<file path="config.mk">
export PLATFORM = sky130hd
export DESIGN_NAME = pipeline_hazard_ctrl
export DESIGN_NICKNAME = d
export VERILOG_FILES = /design/src/rtl/pipeline_hazard_ctrl.sv
export SDC_FILE = /design/constraint.sdc
export NUM_CORES = 1
export LEC_CHECK = 0
export CAP_MARGIN = 20
export CORE_MARGIN = 10
export CORE_UTILIZATION = 45
export CTS_CLUSTER_DIAMETER = 150
export DETAILED_ROUTE_END_ITERATION = 10
export DONT_BUFFER_PORTS = 1
export GPL_TIMING_DRIVEN = 0
export HOLD_SLACK_MARGIN = 0.06
export PLACE_DENSITY = 0.71
export SKIP_LAST_GASP = 1
export SYNTH_ARGS = -nofsm -noshare
export SYNTH_HDL_FRONTEND = slang
export SYNTH_SLANG_ARGS = --single-unit
</file>
<file path="constraint.sdc">
create_clock -name clk -period 2.5 [get_ports clk]
set_input_delay 0.125 -clock clk [delete_from_list [all_inputs] [get_ports clk]]
set_output_delay 0.125 -clock clk [all_outputs]
set_load 0.1 [all_outputs]
</file>
<file path="src/rtl/pipeline_hazard_ctrl.sv">
// Stall/flush controller for the in-order pipeline: D-miss freeze, I-miss bubbles,
// load-use interlock, redirect flush with wrong-path kill tracking. Optional counters: HAZARD_PERF_CNT_EN.
module pipeline_hazard_ctrl #(
  parameter int NUM_STAGES   = 5,
  parameter int REDIRECT_STG = 2,
  parameter int MEM_STG      = 3,
  parameter int REG_W        = 5,
  parameter int CNT_W        = 32
) (
  input  logic                  clk,
  input  logic                  rst,
  input  logic                  inst_resp,
  input  logic                  dmem_req,
  input  logic                  data_resp,
  input  logic                  ex_is_load,
  input  logic [REG_W-1:0]      ex_rd,
  input  logic [REG_W-1:0]      id_rs1,
  input  logic [REG_W-1:0]      id_rs2,
  input  logic                  id_use_rs1,
  input  logic                  id_use_rs2,
  input  logic                  redirect,
  output logic                  inst_read,
  output logic                  load_pc,
  output logic [NUM_STAGES-2:0] load_pipe,
  output logic [NUM_STAGES-2:0] rst_pipe,
  output logic [CNT_W-1:0]      perf_dstall,
  output logic [CNT_W-1:0]      perf_istall,
  output logic [CNT_W-1:0]      perf_luse,
  output logic [CNT_W-1:0]      perf_flush
);

  localparam int NR = NUM_STAGES - 1;
  localparam logic [NR-1:0] ONE      = {{(NR-1){1'b0}}, 1'b1};
  localparam logic [NR-1:0] MEM_FRZ  = (ONE << MEM_STG) - ONE;
  localparam logic [NR-1:0] MEM_BUB  = ONE << MEM_STG;
  localparam logic [NR-1:0] FLUSH_MK = (ONE << REDIRECT_STG) - ONE;

  typedef enum logic {RUN, KILL} state_t;
  state_t state, state_nxt;

  logic dmiss, load_use;

  assign dmiss    = dmem_req & ~data_resp;
  assign load_use = ex_is_load & (ex_rd != '0) &
                    ((id_use_rs1 & (id_rs1 == ex_rd)) | (id_use_rs2 & (id_rs2 == ex_rd)));

  always_comb begin
    inst_read = 1'b1;
    load_pc   = 1'b1;
    load_pipe = '1;
    rst_pipe  = '0;
    state_nxt = state;
    if (rst) begin
      inst_read = 1'b0;
      load_pc   = 1'b0;
      load_pipe = '0;
      rst_pipe  = '1;
      state_nxt = RUN;
    end else if (dmiss) begin
      // Frozen front end never latches the arriving word, so a kill can still retire here.
      load_pc   = 1'b0;
      load_pipe = ~MEM_FRZ;
      rst_pipe  = MEM_BUB;
      if (state == KILL && inst_resp) state_nxt = RUN;
    end else if (redirect) begin
      rst_pipe = FLUSH_MK;
      if (!inst_resp) state_nxt = KILL;
    end else if (load_use) begin
      load_pc      = 1'b0;
      load_pipe[0] = 1'b0;
      rst_pipe[1]  = 1'b1;
      if (state == KILL && inst_resp) state_nxt = RUN;
    end else if (state == KILL || !inst_resp) begin
      // In KILL the returning word is wrong-path and the PC already holds the target.
      load_pc     = 1'b0;
      rst_pipe[0] = 1'b1;
      if (inst_resp) state_nxt = RUN;
    end
  end

  always_ff @(posedge clk) begin
    if (rst) state <= RUN;
    else     state <= state_nxt;
  end

`ifdef HAZARD_PERF_CNT_EN
  logic ev_dstall, ev_istall, ev_luse, ev_flush;

  assign ev_dstall = dmiss;
  assign ev_istall = ~dmiss & (~inst_resp | (state == KILL));
  assign ev_luse   = ~dmiss & ~redirect & load_use;
  assign ev_flush  = ~dmiss & redirect;

  always_ff @(posedge clk) begin
    if (rst) begin
      perf_dstall <= '0;
      perf_istall <= '0;
      perf_luse   <= '0;
      perf_flush  <= '0;
    end else begin
      if (ev_dstall && perf_dstall != '1) perf_dstall <= perf_dstall + CNT_W'(1);
      if (ev_istall && perf_istall != '1) perf_istall <= perf_istall + CNT_W'(1);
      if (ev_luse   && perf_luse   != '1) perf_luse   <= perf_luse   + CNT_W'(1);
      if (ev_flush  && perf_flush  != '1) perf_flush  <= perf_flush  + CNT_W'(1);
    end
  end
`else
  assign perf_dstall = '0;
  assign perf_istall = '0;
  assign perf_luse   = '0;
  assign perf_flush  = '0;
`endif

endmodule

</file>
# ---- Word-level counts from Yosys, hierarchy flattened
# Index checks and enable logic that the tools add are counted.
dict set report totals {
  regBits 1
  latch_bits 0
  mem_bits_rw 0
  mem_bits_ro 0
  inputBits 24
  output_inout_bits 138
  elab_cells 42
  mem_count 0
}
dict set report classes {
  add_sub_neg 0
  n_mul 0
  div 0
  n_lt_le_gt_ge 0
  eq_ne 3
  shift 0
  mux 24
  n_bitwise 7
  reduce_logical 7
}
# op n
set ops {}
lappend ops {{two-way mux 1 bit} 19}
lappend ops {{two-way mux 4 bit} 3}
lappend ops {{== test 5 bit} 2}
lappend ops {{nonzero test 4 bit} 2}
lappend ops {{AND 1 bit} 5}
lappend ops {{nonzero test 5 bit} 1}
lappend ops {{two-way mux 2 bit} 2}
lappend ops {{!= test 3 x 2 -> 1 bit, second input constant} 1}
lappend ops {{AND reduction 3 bit} 1}
lappend ops {{logical AND 1 bit} 1}
lappend ops {{logical NOT 1 bit} 1}
lappend ops {{logical OR 1 bit} 1}
lappend ops {{inverter 1 bit} 1}
lappend ops {{bitwise OR 1 bit} 1}

# ---- Logic depth before layout (Yosys ltp)
# Gate-level depths: netlist of run 1.
dict set report logic_depth {
  ltp_word 8
  depth_mapped 5
  ltp_nobuf 5
}

# ---- Worst setup path before layout of run 1
# No wires, ideal clock.
dict set report synth_path {
  path_type {input -> output}
  start {input rst}
  end {output load_pc}
  arrival_ps 4209
  t_required_ps 2375
  setup_slack_ps -1834
  stages 5
  path_buffers 0
  cell_sequence {inv_1 -> nand2_1 -> inv_1 -> o21ai_0 -> a21oi_1}
}
dict set report synth_via {
  elab_chain_len 1
}
# item line_no
set synth_rtl {}
lappend synth_rtl {{start: declaration} 11} ;# input logic rst,
lappend synth_rtl {{two-way mux 1 bit} 53} ;# if (rst) begin
lappend synth_rtl {{end: declaration} 23} ;# output logic load_pc,
# No other way between the ends.

# ---- Final worst setup path of run 1
# Same ends and word-level chain as after synthesis.

==> results of run 1 <==
-- layer usage --
layer	track usage	up-vias
met2	0.263	86
met1	0.0915	343
met4	0	0
met3	0.0952	0
li1	-	523
met5	0	-
-- synthesized netlist by cell type, drive strengths merged --
library cell,count,area share
nand2b,2,0.010
nor2,2,0.0061
buf,131,0.79
nor2b,2,0.010
or4,1,0.0061
nand2,4,0.012
dfxtp,1,0.016
xnor2,10,0.071
nor3,1,0.0040
maj3,1,0.0081
nand4,2,0.010
o21ai,2,0.011
o22ai,1,0.0051
conb,1,0.0030
a21oi,4,0.016
inv,3,0.0091
a221o,1,0.0081
-- layout make-up --
class,instances,area [µm²]
Tap cell,30,37.5
Buffer,131,983
Inverter,3,18.8
Multi-Input combinational cell,161,727
Sequential cell,1,20.0
Timing Repair Buffer,2,55.1
Fill cell,220,703
-- layout by cell type (no fill, tap or decap), drive strengths merged, types with 4 or more instances in the layout --
cell   netlist  routed
conb         1     128
xnor2       10      10
nand2        4       4
a21oi        4       4
buf        131     133
-- per-stage QoR --
stage | setup TNS [ns] | utilization | cells | hold slack [ns]
4_1_cts | 0 | 0.724 | 328 | 0.206
3_5_place_dp | -0.0619 | 0.722 | 328 | 0.206
3_3_place_gp | -0.142 | 0.699 | 326 | 0.205
5_1_grt | 0 | 0.724 | 328 | 0.208
2_1_floorplan | 0 | - | 296 | 0.197
6_report | 0 | 0.724 | 328 | 0.203
-- critical path: stages --
cell and delay, ns:
clkinvlp_4 0.43, nand2_4 0.51, clkinvlp_4 0.57, o21ai_0 0.33, a21oi_4 0.20
-- worst min path at each step --
stage | endpoint | cells past startpoint | startpoint
2_1_floorplan | state$_SDFFE_PP0P_ | 1 | rst
3_3_place_gp | state$_SDFFE_PP0P_ | 1 | rst
3_5_place_dp | state$_SDFFE_PP0P_ | 1 | rst
4_1_cts | state$_SDFFE_PP0P_ | 1 | rst
5_1_grt | state$_SDFFE_PP0P_ | 1 | rst
6_report | state$_SDFFE_PP0P_ | 1 | rst
-- cell families (layout without fill, tap and decap cells) --
logic type / count (synthesis) / after routing / share of synthesized area
AOI/OAI and AO/OA: 8 / 8 / 0.0404
other: 1 / 128 / 0.00303
DFF: 1 / 1 / 0.0162
adders and majority gates: 1 / 1 / 0.00808
and+or+nand+nor: 14 / 14 / 0.0586
xor gates and xnor gates: 10 / 10 / 0.0707
buffers and inverters: 134 / 136 / 0.803
-- power by group through the flow --
stage	clock network, mW	logic (mW)	registers, mW
4_1_cts	0	1.12	0.0176
3_3_place_gp	0	1.11	0.0175
2_1_floorplan	0	1.10	0.0175
5_1_grt	0	1.18	0.0176
3_5_place_dp	0	1.12	0.0176
6_report	0	1.15	0.0176
==> impl_results.md, run 1 <==
- Outcome: finished, final reports clean
- Pwr per Cell Area: around 630 nW/µm²
- Chip width: between 70 and 80 µm
- # rows: 18
- Port Buffers: 0
- Later-pin clock latency in the skew report: 0 ns
- Critical Path Source: rst
- Worst Path Required: 2.38 ns
- CP Capture Point: load_pc
- Vias in the first global route: roughly 890
- Clock power share: 0
- Final Cycle Share: 0.919
- Final setup fails: 0
- Clock transition at the registers of the reported paths: 0 ns
- Remaining DRCs: 0
- Fmax achieved: 435 MHz
- Final hold viol count: 0
- Met2 WL: roughly 2200 µm
- Type of origin of the critical path: primary input
- Met3 wire length: 760 µm
- CTS resizes: 1
- Pre-CTS WS: -0.0619 ns
- Worst r2r dst: state$_SDFFE_PP0P_
- Leakage power: approximately 1.2 nW
- Ports: roughly 160
- Setup Skew: 0 ns
- Internal power: 0.190 mW
- Die ar.: ~5300 µm²
- Relative slew slack: 0.335
- Worst vdd ir: slightly below 0.5 mV
- Postcts setup bufs: 0
- Area grow syn2layout: 48.7%
- Pin slew with the least headroom to its limit: about 1.0 ns
- Slew Limit Fails: 0
- Max reg flops: 1
- Crit path max fanout: 6
- Synthesized area: between 1000 and 1500 µm²
- Cells on worst reg2reg path: 3
- Hold_buf cts: 0
- M1 WL: approximately 1100 µm
- MaxCap Viol Count: 0
- Grt total ovfl: 0
- Comb power frac: 0.985
- Pwr Total: 1.17 mW
- Worst R2R Setup Slack: about 1.7 ns
- Top Registers: state (1)
- Mapped Cells: 169
- Layout cells sized above 1: 0.470
- Avg Vias per Cell: ~2.9
- Min-delay worst type: primary input to register
- Initial antenna violation count: 0
- Unrepaired setup endpoints after global routing: no
- Iter 0 DRT Violations: 11
- Arrival time worst endpoint: 2.17 ns
- Net switching power: about 1 mW
- Final Cell Area: about 1800 µm²
- Detail Route Antenna Nets: 0
- Area of the core: around 2500 µm²
- Chip Height: about 72 µm
- Cell variety after synth: 18
- Largest net degree at the start of global routing: 7
- Initial Util: 0.487
- Diode count: 0
- Endpoint class of the critical path: output port
- Seq/Total Area, Yosys: 0.0162
- WL per Instance: approximately 12 µm
- Synthesized flop and latch total: 1
- Pre-Repair DR Iteration Count: 4
- Warnings, synthesis: 0
- Worst reg2reg startpoint: state$_SDFFE_PP0P_
- Area after DPL: between 1500 and 2000 µm²
- Synthesized area per cell: approximately 7.3 µm²
- Final #Nets: 324
- Switching share of power: 0.837
- Vias after detailed routing: around 950
- Setup WS post-layout: roughly 0.2 ns
- Largest Register: state
- Reg power frac: 0.015
- Critical path type: primary input to output port
- Total Routed Length: roughly 4100 µm
- GR Util All Layers: 0.126
- GPL Wtd Cong: 0.717
- Max layer used: met3
- Fin crit period: 2.30 ns
- DP Wirelength: a little over 4000 µm
- First-pass GRT wire length: approximately 5300 µm
No activity file was read; power rests on OpenSTA's default activity.
==> run 2: changes to the inputs <==
--- a/config.mk
+++ b/config.mk
@@ -6,14 +6,14 @@
 export NUM_CORES = 1
 export LEC_CHECK = 0
 export CAP_MARGIN = 20
-export CORE_MARGIN = 10
-export CORE_UTILIZATION = 45
+export CORE_AREA = 2 2 63 65
 export CTS_CLUSTER_DIAMETER = 150
 export DETAILED_ROUTE_END_ITERATION = 10
+export DIE_AREA = 0 0 65 67
 export DONT_BUFFER_PORTS = 1
 export GPL_TIMING_DRIVEN = 0
 export HOLD_SLACK_MARGIN = 0.06
-export PLACE_DENSITY = 0.71
+export PLACE_DENSITY = 0.59
 export SKIP_LAST_GASP = 1
 export SYNTH_ARGS = -nofsm -noshare
 export SYNTH_HDL_FRONTEND = slang
==> run 2 against run 1 <==
Routed wire length fell by 37%. Register-to-register slack barely moved. Sequential power barely moved. Core utilization fell by 21 points. Critical path depth did not move. Sequential share of layout area barely moved. Global-route usage fell by 3.1 points. Combinational power barely moved. Largest cell class unchanged. Largest power group unchanged. Highest routed layer unchanged.
==> impl_results.md, run 2 (synthesis gave the netlist of run 1 again) <==
- Outcome: finished, final reports clean
- Pwr per Cell Area: 622 nW/µm²
- FILL cells: 390
- Slowest cell delay on critical path: about 0.56 ns
- Vias in the first global route: roughly 720
- Fin crit period: 2.25 ns
- Remaining DRCs: 0
- Final Cell Area: around 1900 µm²
- Initial antenna violation count: 0
- Later-pin clock latency in the skew report: 0 ns
- # rows: 22
- Chip Height: 67 µm
- Hold_buf cts: 0
- Chip width: ~65 µm
- Final hold viol count: 0
- Max reg flops: 1
- Worst path cell trace: clkinvlp_4 -> nand2_4 -> clkinvlp_4 -> o21ai_0 -> a21oi_4
- Final #Nets: 324
- Iter 0 DRT Violations: 19
- Worst path most repeated cell: clkinvlp_4
- Ports: 162
- Area grow syn2layout: 49.5%
- Type of origin of the critical path: primary input
- Leakage power: roughly 1.2 nW
- Non-filler instance count after layout: about 350
- Top Registers: state (1)
- Most frequent cells in the layout: buf_4 (131), conb_1 (128), xnor2_1 (10), nand2_1 (3)
- Postcts setup bufs: 0
- Slew Limit Fails: 0
- Worst vdd ir: 0.333 mV
- Diode count: 0
- Min-delay worst type: primary input to register
- Final setup fails: 0
- Unrepaired setup endpoints after global routing: no
- Largest Register: state
- Worst Path Required: around 2.4 ns
- Total Routed Length: approximately 2600 µm
- Area of the core: about 3600 µm²
- Vias after detailed routing: between 900 and 1000
- Initial Util: 0.344
- Largest net degree at the start of global routing: 7
- GR Util All Layers: 0.0956
- WL per Instance: around 7.4 µm
- GPL Wtd Cong: approximately 0.66
- Grt total ovfl: 0
- Setup Skew: 0 ns
- Area after DPL: about 1800 µm²
- Setup Total Neg Slack: 0 ns
- Arrival time worst endpoint: about 2.1 ns
- Endpoint class of the critical path: output port
- Cell Count Post-Placement: 346
- Final Cycle Share: 0.900
- Pwr Total: 1.15 mW
- Avg Vias per Cell: between 2 and 3
- Pin slew with the least headroom to its limit: ~1 ns
- CP max stage cell: clkinvlp_4
- Most common cell after layout, fill and taps aside: buf_4
- Layout cells sized above 1: 0.470
- Crit path max fanout: 6
- Detail Route Antenna Nets: 0
- MaxCap Viol Count: 0
- Fmax achieved: ~440 MHz
- CTS resizes: 1
- Clock transition at the registers of the reported paths: 0 ns
- Port Buffers: 0
- Die ar.: between 4000 and 5000 µm²
- Relative slew slack: 0.344
- First-pass GRT wire length: approximately 3300 µm
- Pre-Repair DR Iteration Count: 6
- Critical path type: primary input to output port
- DP Wirelength: 2590 µm
-- run 2: worst paths after layout --
path / from / end / slack, ns / cells after the start
hold reg to reg: state$_SDFFE_PP0P_ / state$_SDFFE_PP0P_ / 0.57 / 3
setup reg to reg: state$_SDFFE_PP0P_ / state$_SDFFE_PP0P_ / 1.66 / 3
hold / removal: rst / state$_SDFFE_PP0P_ / 0.21 / 1
setup / recovery: rst / load_pc / 0.25 / 5
-- run 2: routing by layer --
| layer | wire length (µm) | up-vias | GRT usage | part of all wire |
|---|---|---|---|---|
| met4 | 0 | 0 | 0 | 0 |
| li1 | - | 521 | - | - |
| met3 | 519 | 0 | 0.0389 | 0.20 |
| met5 | 0 | - | 0 | 0 |
| met2 | 1360 | 94 | 0.204 | 0.53 |
| met1 | 668 | 304 | 0.0881 | 0.26 |
-- run 2: report_power, final --
group / switching [mW] / total, mW / internal, mW / leakage [nW]
sequential: 0.000368 / 0.0176 / 0.0172 / 0.00822
clock: 0 / 0 / 0 / 0
combinational: 0.963 / 1.13 / 0.170 / 1.22
total: 0.963 / 1.15 / 0.188 / 1.22
-- run 2: cell type report --
cell class              count  area (µm²)  share of cell area
repair buffers              2        42.5              0.0230
inverters                   3        18.8              0.0101
plain buffers             131         983               0.531
flip-flops and latches      1        20.0              0.0108
well taps                  48        60.1              0.0324
multi-input cells         161         727               0.393
-- run 2: metrics by stage --
step,setup WS [ns],utilization,hold slack (ns)
2_1_floorplan,0.0220,-,0.197
3_3_place_gp,-0.0978,0.499,0.205
3_5_place_dp,-0.0123,0.512,0.208
4_1_cts,0.247,0.514,0.208
5_1_grt,0.169,0.514,0.208
6_report,0.249,0.514,0.206
-- run 2: critical path, delay by kind of cell --
kind                   cells  cell delay, ns
buffers and inverters      2            0.98
AOI/OAI and AO/OA          2            0.53
and+or+nand+nor            1            0.49
==> run 3: changes to the inputs <==
--- a/config.mk
+++ b/config.mk
@@ -6,14 +6,14 @@
 export NUM_CORES = 1
 export LEC_CHECK = 0
 export CAP_MARGIN = 20
-export CORE_AREA = 2 2 63 65
+export CORE_AREA = 2 2 62 64
 export CTS_CLUSTER_DIAMETER = 150
 export DETAILED_ROUTE_END_ITERATION = 10
-export DIE_AREA = 0 0 65 67
+export DIE_AREA = 0 0 64 66
 export DONT_BUFFER_PORTS = 1
 export GPL_TIMING_DRIVEN = 0
 export HOLD_SLACK_MARGIN = 0.06
-export PLACE_DENSITY = 0.59
+export PLACE_DENSITY = 0.6
 export SKIP_LAST_GASP = 1
 export SYNTH_ARGS = -nofsm -noshare
 export SYNTH_HDL_FRONTEND = slang
==> run 3 against run 2 <==
Maximum frequency decreased by 0.11%. Largest cell class unchanged. Core utilization hardly changed. Highest routed layer unchanged. Die area down 3.0%. Clock skew unchanged. Sequential share of layout area about the same. Setup slack got worse by 0.0026 ns. First-iteration DRC count decreased by 16%. Hold slack worse by 0.0026 ns. Global-route usage shrank 0.16 points. Routed wire length is 5.5% lower. Critical path depth is the same.
==> impl_results.md, run 3 (synthesis gave the netlist of run 1 again) <==
- Final #Nets: approximately 320
- Chip Height: between 60 and 70 µm
- CP max stage cell: clkinvlp_4
- Worst path cell trace: clkinvlp_4 -> nand2_4 -> clkinvlp_4 -> o21ai_0 -> a21oi_4
- Unrepaired setup endpoints after global routing: no
- Relative slew slack: 0.205
- Worst r2r dst: state$_SDFFE_PP0P_
- Final hold viol count: 0
- Ports: around 160
- Area grow syn2layout: 47.3%
- Iter 0 DRT Violations: 16
- MaxCap Viol Count: 0
- Critical Path Source: rst
- Vias after detailed routing: between 900 and 1000
- Setup Total Neg Slack: 0 ns
- Pwr Total: 1.14 mW
- # rows: 22
- Final setup fails: 0
- Slew Limit Fails: 0
- Min-delay worst type: primary input to register
- Leakage power: roughly 1.2 nW
- Most frequent cells in the layout: buf_4 (131), conb_1 (128), xnor2_1 (10), nand2_1 (3)
- Vias in the first global route: between 600 and 700
- WL per Instance: around 7 µm
- Fmax achieved: around 440 MHz
- Worst reg2reg startpoint: state$_SDFFE_PP0P_
- GPL Wtd Cong: between 0.7 and 0.8
- Initial antenna violation count: 0
- Cells on worst reg2reg path: 3
- Largest net degree at the start of global routing: 7
- Worst vdd ir: 0.352 mV
- Setup Skew: 0 ns
- GR Util All Layers: 0.0940
- Pwr per Cell Area: ~630 nW/µm²
- Arrival time worst endpoint: roughly 2.1 ns
- DP Wirelength: 2500 µm
- Diode count: 0
- Crit path max fanout: 6
- CP Capture Point: load_pc
- Slowest cell delay on critical path: approximately 0.56 ns
- Final Cycle Share: 0.901
- Pre-Repair DR Iteration Count: 4
- Avg Vias per Cell: 2.66
- Die ar.: 4220 µm²
- Grt total ovfl: 0
- Most common cell after layout, fill and taps aside: buf_4
- Type of origin of the critical path: primary input
- Worst path most repeated cell: clkinvlp_4
- Worst Path Required: between 2 and 2.5 ns
- Pin slew with the least headroom to its limit: around 1.2 ns
- Later-pin clock latency in the skew report: 0 ns
- Clock transition at the registers of the reported paths: 0 ns
- Largest Register: state
- Total Routed Length: ~2400 µm
- First-pass GRT wire length: 3160 µm
- Critical path type: primary input to output port
- Outcome: finished, final reports clean
- Fin crit period: ~2.3 ns
- Endpoint class of the critical path: output port
- Area of the core: 3550 µm²
- Port Buffers: 0
- Hold_buf cts: 0
- Top Registers: state (1)
- Remaining DRCs: 0
- Detail Route Antenna Nets: 0
- Chip width: 64 µm
- Max reg flops: 1
- Initial Util: 0.349
- Worst R2R Setup Slack: about 1.7 ns
- Layout cells sized above 1: 0.468
==> run 3: cell count changes in the layout (fill, tap and decap cells not counted) <==
cell | before | now
buf_16 | 1 | 0
==> run 3: worst min path at each step <==
stage	start	slack [ns]	cells past startpoint	to
global placement	rst	0.21	1	state$_SDFFE_PP0P_
CTS	rst	0.20	1	state$_SDFFE_PP0P_
detailed placement	rst	0.20	1	state$_SDFFE_PP0P_
floorplan	rst	0.20	1	state$_SDFFE_PP0P_
global route	rst	0.21	1	state$_SDFFE_PP0P_
finish	rst	0.20	1	state$_SDFFE_PP0P_
==> run 3: metal layers <==
layer	track usage	wire length (µm)	vias up
li1	-	-	521
met1	0.0773	608	303
met2	0.208	1310	92
met3	0.0426	491	0
met4	0	0	0
met5	0	0	-
==> run 3: timing repair <==
action | CTS | global route
endpoints found under the setup margin | 1 | 0
setup buffers | 0 | 0
hold endpoints to repair | 0 | 0
resized for setup | 1 | 0
==> run 3: worst max-delay path: cells and delay by family <==
| kind | cells | cell delay [ns] |
|---|---|---|
| AND/OR/NAND/NOR | 1 | 0.49 |
| buffers and inverters | 2 | 0.98 |
| AO/OA/AOI/OAI | 2 | 0.53 |
==> run 3: area by class of cell <==
cell class	count	area, µm²
multi-input cells	161	727
repair buffers	1	15.0
well taps	48	60.1
inverters	3	18.8
flip-flops and latches	1	20.0
plain buffers	131	983
fillers	357	1730
==> run 3: report_power, final <==
group | total, mW | internal (mW) | switching (mW)
registers | 0.0176 | 0.0172 | 0.000385
clock network | 0 | 0 | 0
logic | 1.12 | 0.165 | 0.960
==> run 3: per-stage QoR <==
| stage | area [µm²] | instances | util | setup slack (ns) | hold slack [ns] |
|---|---|---|---|---|---|
| final | 1820 | 345 | 0.514 | 0.247 | 0.203 |
| after global routing | 1820 | 345 | 0.514 | 0.193 | 0.209 |
| after CTS | 1820 | 345 | 0.514 | 0.236 | 0.205 |
| after detailed placement | 1820 | 345 | 0.512 | -0.0313 | 0.205 |
| after global placement | 1800 | 344 | 0.507 | -0.0955 | 0.205 |
| after floorplan | 1740 | 296 | - | 0.0220 | 0.197 |
